$ cat src/rtl/key_event_pkg.sv
// Shared types and parameter helpers for the key event bank.
// Holds the per-channel state encoding and the default counter-width rule.
package key_event_pkg;

    typedef enum logic [1:0] {
        REL  = 2'd0,
        PCHK = 2'd1,
        HELD = 2'd2,
        RCHK = 2'd3
    } key_state_t;

    // Smallest width whose range covers both the debounce and the hold/repeat spans.
    function automatic int cnt_w_for(input int deb_cycles, input int long_cycles, input int rep_cycles);
        int span;
        span = (deb_cycles > long_cycles + rep_cycles) ? deb_cycles : long_cycles + rep_cycles;
        return $clog2(span + 32'sd1);
    endfunction

    localparam int CNT_W_DEFAULT = cnt_w_for(16384, 1048576, 262144);

endpackage

$ cat src/rtl/key_event_bank_if.sv
// Pin-side inputs and event outputs of the key event bank, one bit per channel.
// The design takes the slave view; whoever drives the pins takes the master view.
interface key_event_bank_if #(
    parameter int N_KEYS = 4
);
    logic [N_KEYS-1:0] i_in;
    logic [N_KEYS-1:0] i_repeat_en;
    logic [N_KEYS-1:0] o_level;
    logic [N_KEYS-1:0] o_press;
    logic [N_KEYS-1:0] o_release;
    logic [N_KEYS-1:0] o_long;
    logic [N_KEYS-1:0] o_repeat;

    modport master (
        output i_in, i_repeat_en,
        input  o_level, o_press, o_release, o_long, o_repeat
    );

    modport slave (
        input  i_in, i_repeat_en,
        output o_level, o_press, o_release, o_long, o_repeat
    );
endinterface

$ cat src/rtl/key_event_ch.sv
// One key channel: two-flop synchroniser, debounce FSM, hold timer with long-press
// and auto-repeat. All event outputs are registered single-cycle pulses.
module key_event_ch
    import key_event_pkg::*;
#(
    parameter int ACTIVE_LOW      = 1,
    parameter int DEBOUNCE_CYCLES = 16384,
    parameter int LONG_CYCLES     = 1048576,
    parameter int REPEAT_CYCLES   = 262144,
    parameter int CNT_W           = 21
) (
    input  logic i_clk,
    input  logic i_rst,
    input  logic i_in,
    input  logic i_repeat_en,
    output logic o_level,
    output logic o_press,
    output logic o_release,
    output logic o_long,
    output logic o_repeat
);

    localparam logic             REL_PIN   = (ACTIVE_LOW != 0) ? 1'b1 : 1'b0;
    localparam logic [CNT_W-1:0] CNT_ONE   = {{(CNT_W-1){1'b0}}, 1'b1};
    localparam logic [CNT_W-1:0] DEB_LAST  = CNT_W'(DEBOUNCE_CYCLES - 1);
    localparam logic [CNT_W-1:0] LONG_LAST = CNT_W'(LONG_CYCLES - 1);
    localparam logic [CNT_W-1:0] REP_LAST  = CNT_W'(LONG_CYCLES + REPEAT_CYCLES - 1);
    localparam logic [CNT_W-1:0] REP_LOAD  = CNT_W'(LONG_CYCLES);

    logic             sync1_q, sync2_q;
    key_state_t       state_q, state_d;
    logic [CNT_W-1:0] cnt_q, cnt_d;
    logic [CNT_W-1:0] dcnt_q, dcnt_d;
    logic [CNT_W-1:0] hold_q, hold_d;
    logic             level_q, level_d;
    logic             press_q, press_d;
    logic             release_q, release_d;
    logic             long_q, long_d;
    logic             repeat_q, repeat_d;
    logic             pressed_s;

    assign pressed_s = sync2_q ^ REL_PIN;

    // Next-state, counter and pulse decode for the debounce/hold FSM.
    always_comb begin
        state_d   = state_q;
        cnt_d     = cnt_q;
        dcnt_d    = dcnt_q;
        hold_d    = hold_q;
        level_d   = level_q;
        press_d   = 1'b0;
        release_d = 1'b0;
        long_d    = 1'b0;
        repeat_d  = 1'b0;
        case (state_q)
            REL: begin
                if (pressed_s) begin
                    state_d = PCHK;
                    cnt_d   = CNT_ONE;
                end else begin
                    cnt_d   = '0;
                end
            end
            PCHK: begin
                if (!pressed_s) begin
                    state_d = REL;
                    cnt_d   = '0;
                end else if (cnt_q == DEB_LAST) begin
                    state_d = HELD;
                    level_d = 1'b1;
                    press_d = 1'b1;
                    cnt_d   = '0;
                end else begin
                    cnt_d   = cnt_q + CNT_ONE;
                end
            end
            HELD: begin
                if (!pressed_s) begin
                    // Freeze the hold time so a short glitch resumes where it left off.
                    state_d = RCHK;
                    hold_d  = cnt_q;
                    dcnt_d  = CNT_ONE;
                end else begin
                    long_d = (cnt_q == LONG_LAST);
                    if (cnt_q == REP_LAST) begin
                        if (i_repeat_en) begin
                            repeat_d = 1'b1;
                            cnt_d    = REP_LOAD;
                        end else begin
                            cnt_d    = cnt_q;
                        end
                    end else begin
                        cnt_d = cnt_q + CNT_ONE;
                    end
                end
            end
            RCHK: begin
                if (pressed_s) begin
                    state_d = HELD;
                    cnt_d   = hold_q;
                    dcnt_d  = '0;
                end else if (dcnt_q == DEB_LAST) begin
                    state_d   = REL;
                    level_d   = 1'b0;
                    release_d = 1'b1;
                    cnt_d     = '0;
                    dcnt_d    = '0;
                    hold_d    = '0;
                end else begin
                    dcnt_d    = dcnt_q + CNT_ONE;
                end
            end
            default: begin
                state_d = REL;
                cnt_d   = '0;
                dcnt_d  = '0;
                hold_d  = '0;
                level_d = 1'b0;
            end
        endcase
    end

    // Synchroniser, FSM state, counters and registered outputs.
    always_ff @(posedge i_clk) begin
        if (i_rst) begin
            sync1_q   <= REL_PIN;
            sync2_q   <= REL_PIN;
            state_q   <= REL;
            cnt_q     <= '0;
            dcnt_q    <= '0;
            hold_q    <= '0;
            level_q   <= 1'b0;
            press_q   <= 1'b0;
            release_q <= 1'b0;
            long_q    <= 1'b0;
            repeat_q  <= 1'b0;
        end else begin
            sync1_q   <= i_in;
            sync2_q   <= sync1_q;
            state_q   <= state_d;
            cnt_q     <= cnt_d;
            dcnt_q    <= dcnt_d;
            hold_q    <= hold_d;
            level_q   <= level_d;
            press_q   <= press_d;
            release_q <= release_d;
            long_q    <= long_d;
            repeat_q  <= repeat_d;
        end
    end

    assign o_level   = level_q;
    assign o_press   = press_q;
    assign o_release = release_q;
    assign o_long    = long_q;
    assign o_repeat  = repeat_q;

endmodule

$ cat src/rtl/key_event_bank.sv
// Bank of N_KEYS independent key channels between the board pins and the
// application's key inputs; each channel is a key_event_ch instance.
module key_event_bank
    import key_event_pkg::*;
#(
    parameter int N_KEYS          = 4,
    parameter int ACTIVE_LOW      = 1,
    parameter int DEBOUNCE_CYCLES = 16384,
    parameter int LONG_CYCLES     = 1048576,
    parameter int REPEAT_CYCLES   = 262144,
    parameter int CNT_W           = cnt_w_for(DEBOUNCE_CYCLES, LONG_CYCLES, REPEAT_CYCLES)
) (
    input  logic             i_clk,
    input  logic             i_rst,
    key_event_bank_if.slave  bus
);

    logic [N_KEYS-1:0] level_s;
    logic [N_KEYS-1:0] press_s;
    logic [N_KEYS-1:0] release_s;
    logic [N_KEYS-1:0] long_s;
    logic [N_KEYS-1:0] repeat_s;

    for (genvar g = 0; g < N_KEYS; g++) begin : g_ch
        key_event_ch #(
            .ACTIVE_LOW      (ACTIVE_LOW),
            .DEBOUNCE_CYCLES (DEBOUNCE_CYCLES),
            .LONG_CYCLES     (LONG_CYCLES),
            .REPEAT_CYCLES   (REPEAT_CYCLES),
            .CNT_W           (CNT_W)
        ) u_ch (
            .i_clk       (i_clk),
            .i_rst       (i_rst),
            .i_in        (bus.i_in[g]),
            .i_repeat_en (bus.i_repeat_en[g]),
            .o_level     (level_s[g]),
            .o_press     (press_s[g]),
            .o_release   (release_s[g]),
            .o_long      (long_s[g]),
            .o_repeat    (repeat_s[g])
        );
    end

    assign bus.o_level   = level_s;
    assign bus.o_press   = press_s;
    assign bus.o_release = release_s;
    assign bus.o_long    = long_s;
    assign bus.o_repeat  = repeat_s;

endmodule

$ cat src/flat_wrapper.sv
// flat-port wrapper written by rule: the top's interface ports become plain ports
module key_event_bank_flat import key_event_pkg::*;
#(
    parameter int N_KEYS          = 4,
    parameter int ACTIVE_LOW      = 1,
    parameter int DEBOUNCE_CYCLES = 16384,
    parameter int LONG_CYCLES     = 1048576,
    parameter int REPEAT_CYCLES   = 262144,
    parameter int CNT_W           = cnt_w_for(DEBOUNCE_CYCLES, LONG_CYCLES, REPEAT_CYCLES)
)
  (i_clk, i_rst, bus_i_in, bus_i_repeat_en, bus_o_level, bus_o_press, bus_o_release, bus_o_long, bus_o_repeat);
  key_event_bank_if #(.N_KEYS(N_KEYS)) bus_i ();
  input  logic i_clk;
  input  logic i_rst;
  input wire logic [$bits(bus_i.i_in)-1:0] bus_i_in;
  input wire logic [$bits(bus_i.i_repeat_en)-1:0] bus_i_repeat_en;
  output wire logic [$bits(bus_i.o_level)-1:0] bus_o_level;
  output wire logic [$bits(bus_i.o_press)-1:0] bus_o_press;
  output wire logic [$bits(bus_i.o_release)-1:0] bus_o_release;
  output wire logic [$bits(bus_i.o_long)-1:0] bus_o_long;
  output wire logic [$bits(bus_i.o_repeat)-1:0] bus_o_repeat;
  assign bus_i.i_in = bus_i_in;
  assign bus_i.i_repeat_en = bus_i_repeat_en;
  assign bus_o_level = bus_i.o_level;
  assign bus_o_press = bus_i.o_press;
  assign bus_o_release = bus_i.o_release;
  assign bus_o_long = bus_i.o_long;
  assign bus_o_repeat = bus_i.o_repeat;
  key_event_bank #(.N_KEYS(N_KEYS), .ACTIVE_LOW(ACTIVE_LOW), .DEBOUNCE_CYCLES(DEBOUNCE_CYCLES), .LONG_CYCLES(LONG_CYCLES), .REPEAT_CYCLES(REPEAT_CYCLES), .CNT_W(CNT_W)) u_core (.i_clk(i_clk), .i_rst(i_rst), .bus(bus_i));
endmodule
$ cat config.mk
export PLATFORM = sky130hd
export DESIGN_NAME = key_event_bank_flat
export DESIGN_NICKNAME = d
export VERILOG_FILES = /design/src/rtl/key_event_pkg.sv /design/src/rtl/key_event_bank_if.sv /design/src/rtl/key_event_ch.sv /design/src/rtl/key_event_bank.sv /design/src/flat_wrapper.sv
export SDC_FILE = /design/constraint.sdc
export NUM_CORES = 1
export LEC_CHECK = 0
export BUFFER_PORTS_ARGS = -buffer_cell sky130_fd_sc_hd__clkbuf_2
export CAP_MARGIN = 20
export CELL_PAD_IN_SITES_DETAIL_PLACEMENT = 0
export CELL_PAD_IN_SITES_GLOBAL_PLACEMENT = 1
export CORE_ASPECT_RATIO = 1.75
export CORE_MARGIN = 2
export CORE_UTILIZATION = 38
export CTS_BUF_LIST = sky130_fd_sc_hd__clkbuf_4 sky130_fd_sc_hd__clkbuf_8
export DETAILED_ROUTE_END_ITERATION = 10
export PLACE_DENSITY_LB_ADDON = 0.1
export SYNTH_ARGS = -nofsm -noshare
export SYNTH_HDL_FRONTEND = slang
export SYNTH_SLANG_ARGS = --single-unit
$ cat constraint.sdc
create_clock -name i_clk -period 3 [get_ports i_clk]
set_input_delay 0.6 -clock i_clk [delete_from_list [all_inputs] [get_ports i_clk]]
set_output_delay 0.6 -clock i_clk [all_outputs]
set_load 0.02 [all_outputs]
# Word level (Yosys, flattened, before mapping)
# Cells that the tools add are included.
# word_totals
register_bits,288
output_inout_bits,20
input_bits,10
# classes
eq_ne,68
reduce_logical,48
muxes,124
n_addsub,8
bitwise,20
# op_table
cell,n
$mux W21,48
$pmux W21 S2,8
$pmux W21 S4,4
$add A21 B1 Y21 const B,8
$eq A21 B14 Y1 const B,8
$eq A21 B20 Y1 const B,4
$eq A21 B21 Y1 const B,4
$ne A2 B2 Y1 const B,28
$mux W2,24
$ne A3 B3 Y1 const B,12
$reduce_or A3 Y1,12
$mux W1,32
$pmux W2 S4,4
$reduce_and A4 Y1,8
$not A1 Y1,20
$reduce_and A5 Y1,4
$eq A2 B2 Y1 const B,8
$reduce_bool A2 Y1,8
$reduce_or A4 Y1,4
$reduce_and A3 Y1,4
$eq A2 B1 Y1 const B,4
$logic_not A2 Y1,4
$pmux W1 S2,4
$reduce_and A2 Y1,4

# Longest topological paths before layout
# logic_depth
word_depth,4
depth_mapped,10
depth_no_buf,7

# Modules after synthesis
# From an unflattened synthesis, not the netlist that was laid out.
# hier_totals
hier_cells,1699
area_unflattened_um2,14247.4
# by_module_without_submodules
module,area_per_inst_um2,cells_each,instances,seq_area_each_um2
key_event_ch (u_core.g_ch[0].u_ch ...),3558.4,422,3,1441.4
key_event_ch (u_core.g_ch[3].u_ch),3572.2,433,1,1441.4

# Least setup slack after synthesis
# OpenSTA, ideal clock, no wires.
# synth_path
path_kind,register to register
startpoint,register u_core.g_ch[1].u_ch.cnt_q[0]
endpoint,register u_core.g_ch[1].u_ch.cnt_q[17]
setup_time_ns,0.128
path_stages_with_launch,10
path_buffers,2
slack_ns,0.595
arrival_time_ns,2.278
required_ns,2.872
synth_period_minus_slack_ns,2.405
path_cell_list,dfxtp_1 ha_1 nand3_1 or3_1 clkbuf_1 o41a_1 a2bb2oi_2 buf_2 a22oi_1 o31ai_1
# synth_via
elab_chain_cells,4
# synth_rtl
item,line,rtl
start: declaration,key_event_ch.sv:32,"logic [CNT_W-1:0] cnt_q, cnt_d;"
start signal: assignment,key_event_ch.sv:141,cnt_q <= cnt_d;
"$add A21 B1 Y21, or another cell as far along","key_event_ch.sv:74, key_event_ch.sv:93",
"$mux W21, on equally long branches","key_event_ch.sv:85, key_event_ch.sv:68",
"$mux W21, on equally long branches","key_event_ch.sv:78, key_event_ch.sv:65",
$pmux W21 S4,key_event_ch.sv:55,case (state_q)
# Several ways; a longest one is shown, not always the timed one. The select of a mux whose other input is x is not followed.
# A chain may end at the register's enable or synchronous reset.

# Final worst setup path
# layout_path
startpoint,register u_core.g_ch[1].u_ch.cnt_q[0]
endpoint,register u_core.g_ch[1].u_ch.cnt_q[9]
# The elaborated chain is that of the path after synthesis.

==> flow_summary_export.csv <==
group,metric,value,unit
run_status,status,"complete, no violations",
critical_path,rr_startpoint,"u_core.g_ch[1].u_ch.cnt_q[0]",
min_path,hp-class,"in2reg",
grt,met2_usage,0.417,
synthesis,synthCells,1795,
synthesis,synth_cell_types,82,
timing,min_period,2.64,ns
cts,h-tree-depth,2,
timing,final_max_slew_viol_count,0,
critical_path,worstPathArrival,3.09,ns
timing,tightest_slew,0.966,ns
cells_and_area,post-route-util,0.433,
cts,clock_path_buffers,3,
place,portBuffers,29,
grt,grt_pass1_vias,13062,
cts,cts.clk_slew.worst_paths,0.07,ns
place,dp_hpwl,28700,um
power,vdd_drop_max,306,uV
cells_and_area,layout_common_cells,"dfxtp_1, nand2_1, nor2_1",
critical_path,path_cells,"ha_1 -> nand3_1 -> or3_1 -> o41a_1 -> a2bb2oi_2 -> a221oi_1 -> o21ai_0",
detailed_routing,antenna_left,0,
timing,rsz0062_at_grt,"false",
grt,grtUsageTotal,0.213,
cts,clock-sinks,288,
power,p_per_area,482,nW/um^2
timing,max_freq,378,MHz
cts,post_cts_resize_count,0,
synthesis,yosys_warnings,0,
timing,slew_headroom,0.355,
critical_path,worstReg2RegEnd,"u_core.g_ch[1].u_ch.cnt_q[9]",
grt,busiest_layer,"met2",
detailed_routing,routedWlPerCell,18.0,um
grt,grt_max_degree,58,
cells_and_area,fillers,3787,
cts,cts_hold_buf,0,
run,maxCapViolCount,0,
cts,ctsRootBufferMaster,"clkbuf_8",
critical_path,crit_slowest_cell,"o41a_1",
cells_and_area,drive_gt1_frac,0.125,
critical_path,cp-start-kind,"register",
synthesis,synth_edf_count,0,
critical_path,r2r_slack,0.36,ns
critical_path,path_buf_inv,0,
critical_path,path_delay_family,"compound AO/OA/AOI/OAI gates",
synthesis,synth_fp_nets,1813,
die,fp.dieH,260,um
detailed_routing,first_pass_iters,5,
grt,met1_usage,0.223,
critical_path,path_class,"reg2reg",
cells_and_area,final_common_cell,"dfxtp_1",
critical_path,ff2ff_path_depth,7,
critical_path,worstSetupEndpoint,"u_core.g_ch[1].u_ch.cnt_q[9]",
detailed_routing,viasPerCell,5.63,
cts,numCtsBuffers,47,
cts,cts_setup_buffers,0,
cells_and_area,area_growth,12.0,%
die,die_area,39100,um^2
critical_path,crit_cells,7,
critical_path,cp-startpoint,"u_core.g_ch[1].u_ch.cnt_q[0]",
critical_path,worstPathMaxFanout,18,
grt,grt_pass1_wl,67700,um
detailed_routing,dr.first_iter.drc_count,517,
timing,clock_skew,0.0290,ns
detailed_routing,via_count,13050,
critical_path,worst_setup_path_end_kind,"register",
die,die_x,150,um
cells_and_area,layout.nets,1822,
grt,grt_overflow,0,
die,start_util,0.386,
synthesis,async_flop_share,0,
synthesis,yosysSeqAreaShare,0.405,
synthesis,synth_area,14300,um^2
cts,worstSkewPairLatency,0.59,ns
detailed_routing,routed_wl,41600,um
timing,hold_viol,0,
synthesis,avgSynthCellArea,7.94,um^2
critical_path,cp.required,3.44,ns
timing,tns,0,ns
power,p_leak,5.43,nW
die,core_area,36900,um^2
grt,met3_usage,0.0288,
timing,fin_crit_sh,0.882,
timing,setup_viol,0,
synthesis,ys_ff_latch,288,
die,pin_count,30,
detailed_routing,drc_errors,0,
synthesis,ys.flop_type,"dfxtp_1",
grt,antenna_found_initial,1,
place,gp_congestion,0.841,
die,rows,93,
cts,cts_tree,"yes",
critical_path,cpPeakStageDelay,0.52,ns
[state kept, by name, summed over array words and instances, names as in the netlist, named ones only]
name / count
u_core.g_ch.u_ch.hold_q: 84
u_core.g_ch.u_ch.state_q: 4
u_core.g_ch.u_ch.o_long: 4
u_core.g_ch.u_ch.dcnt_q: 84
u_core.g_ch.u_ch.sync1_q: 4
u_core.g_ch.u_ch.o_level: 4
u_core.g_ch.u_ch.o_repeat: 4
u_core.g_ch.u_ch.sync2_q: 4
u_core.g_ch.u_ch.o_release: 4
u_core.g_ch.u_ch.cnt_q: 84
u_core.g_ch.u_ch.o_press: 4
[cells in the mapped netlist (all sizes together) (12+ instances only)]
cell type | number | area [um^2]
a32oi | 20 | 175
nor3 | 55 | 275
buf | 46 | 283
and2 | 19 | 121
nand2 | 252 | 946
nand3 | 82 | 415
xnor2 | 35 | 307
a31oi | 14 | 87.6
o31ai | 26 | 195
clkbuf | 97 | 364
nor4 | 31 | 215
xor2 | 53 | 464
a22oi | 35 | 263
nand4 | 116 | 732
dfxtp | 288 | 5770
and3 | 33 | 206
o21ai | 49 | 257
nor2 | 159 | 599
a21oi | 138 | 698
or3 | 13 | 81.3
inv | 38 | 143
or2 | 14 | 87.6
o2bb2ai | 12 | 105
o211ai | 14 | 110
[routing by layer]
metal,up-vias,part of all wire
met5,-,0
met4,0,0.033
met3,100,0.031
met2,240,0.55
met1,6186,0.38
li1,6524,-
[metrics by stage]
stage	total power [mW]	cells	setup WS [ns]	hold slack, ns	instance area (um^2)
2_1_floorplan	4.03	1795	0.595	0.389	14300
3_3_place_gp	4.11	2229	0.317	0.393	14900
3_5_place_dp	4.11	2230	0.217	0.394	14900
4_1_cts	7.84	2315	0.184	0.166	16000
5_1_grt	8.00	2316	0.0692	0.183	16000
6_report	7.70	2316	0.355	0.212	16000
[final cells by class]
class | instances | area (um^2) | share of cell area
well taps | 475 | 594 | 0.0372
clock buffers | 76 | 971 | 0.0608
inverters | 39 | 146 | 0.00917
clock inverters | 9 | 45.0 | 0.00282
repair buffers | 103 | 719 | 0.0451
multi-input cells | 1325 | 7720 | 0.484
diodes | 1 | 2.50 | 0.000157
flip-flops and latches | 288 | 5770 | 0.361
[where the power goes]
part / switching (mW) / total, mW / leakage (nW) / internal (mW)
clock network: 1.63 / 3.68 / 0.551 / 2.04
registers: 0.0121 / 3.85 / 2.32 / 3.83
logic: 0.131 / 0.173 / 2.56 / 0.0423
total: 1.78 / 7.70 / 5.43 / 5.92
[cells by family after synthesis]
family	count (synthesis)	synth area share
AO/OA/AOI/OAI	402	0.191
multiplexers	2	0.00140
AND/OR/NAND/NOR	825	0.286
adder cells (fa/ha/maj)	8	0.00702
XOR/XNOR	88	0.0541
flip-flops	288	0.405
buffers and inverters	182	0.0557
[how the worst min path moves through the flow]
stage	start	endpoint	slack [ns]	cells past startpoint
after global placement	u_core.g_ch[2].u_ch.sync1_q	u_core.g_ch[2].u_ch.sync2_q	0.39	1
final	bus_i_in[3]	u_core.g_ch[3].u_ch.sync1_q	0.21	2
after floorplan	u_core.g_ch[0].u_ch.sync1_q	u_core.g_ch[0].u_ch.sync2_q	0.39	1
after global routing	bus_i_in[0]	u_core.g_ch[0].u_ch.sync1_q	0.18	2
after detailed placement	u_core.g_ch[2].u_ch.sync1_q	u_core.g_ch[2].u_ch.sync2_q	0.39	1
after CTS	bus_i_in[2]	u_core.g_ch[2].u_ch.sync1_q	0.17	2
Note: power is estimated with default switching activity, not from simulation.
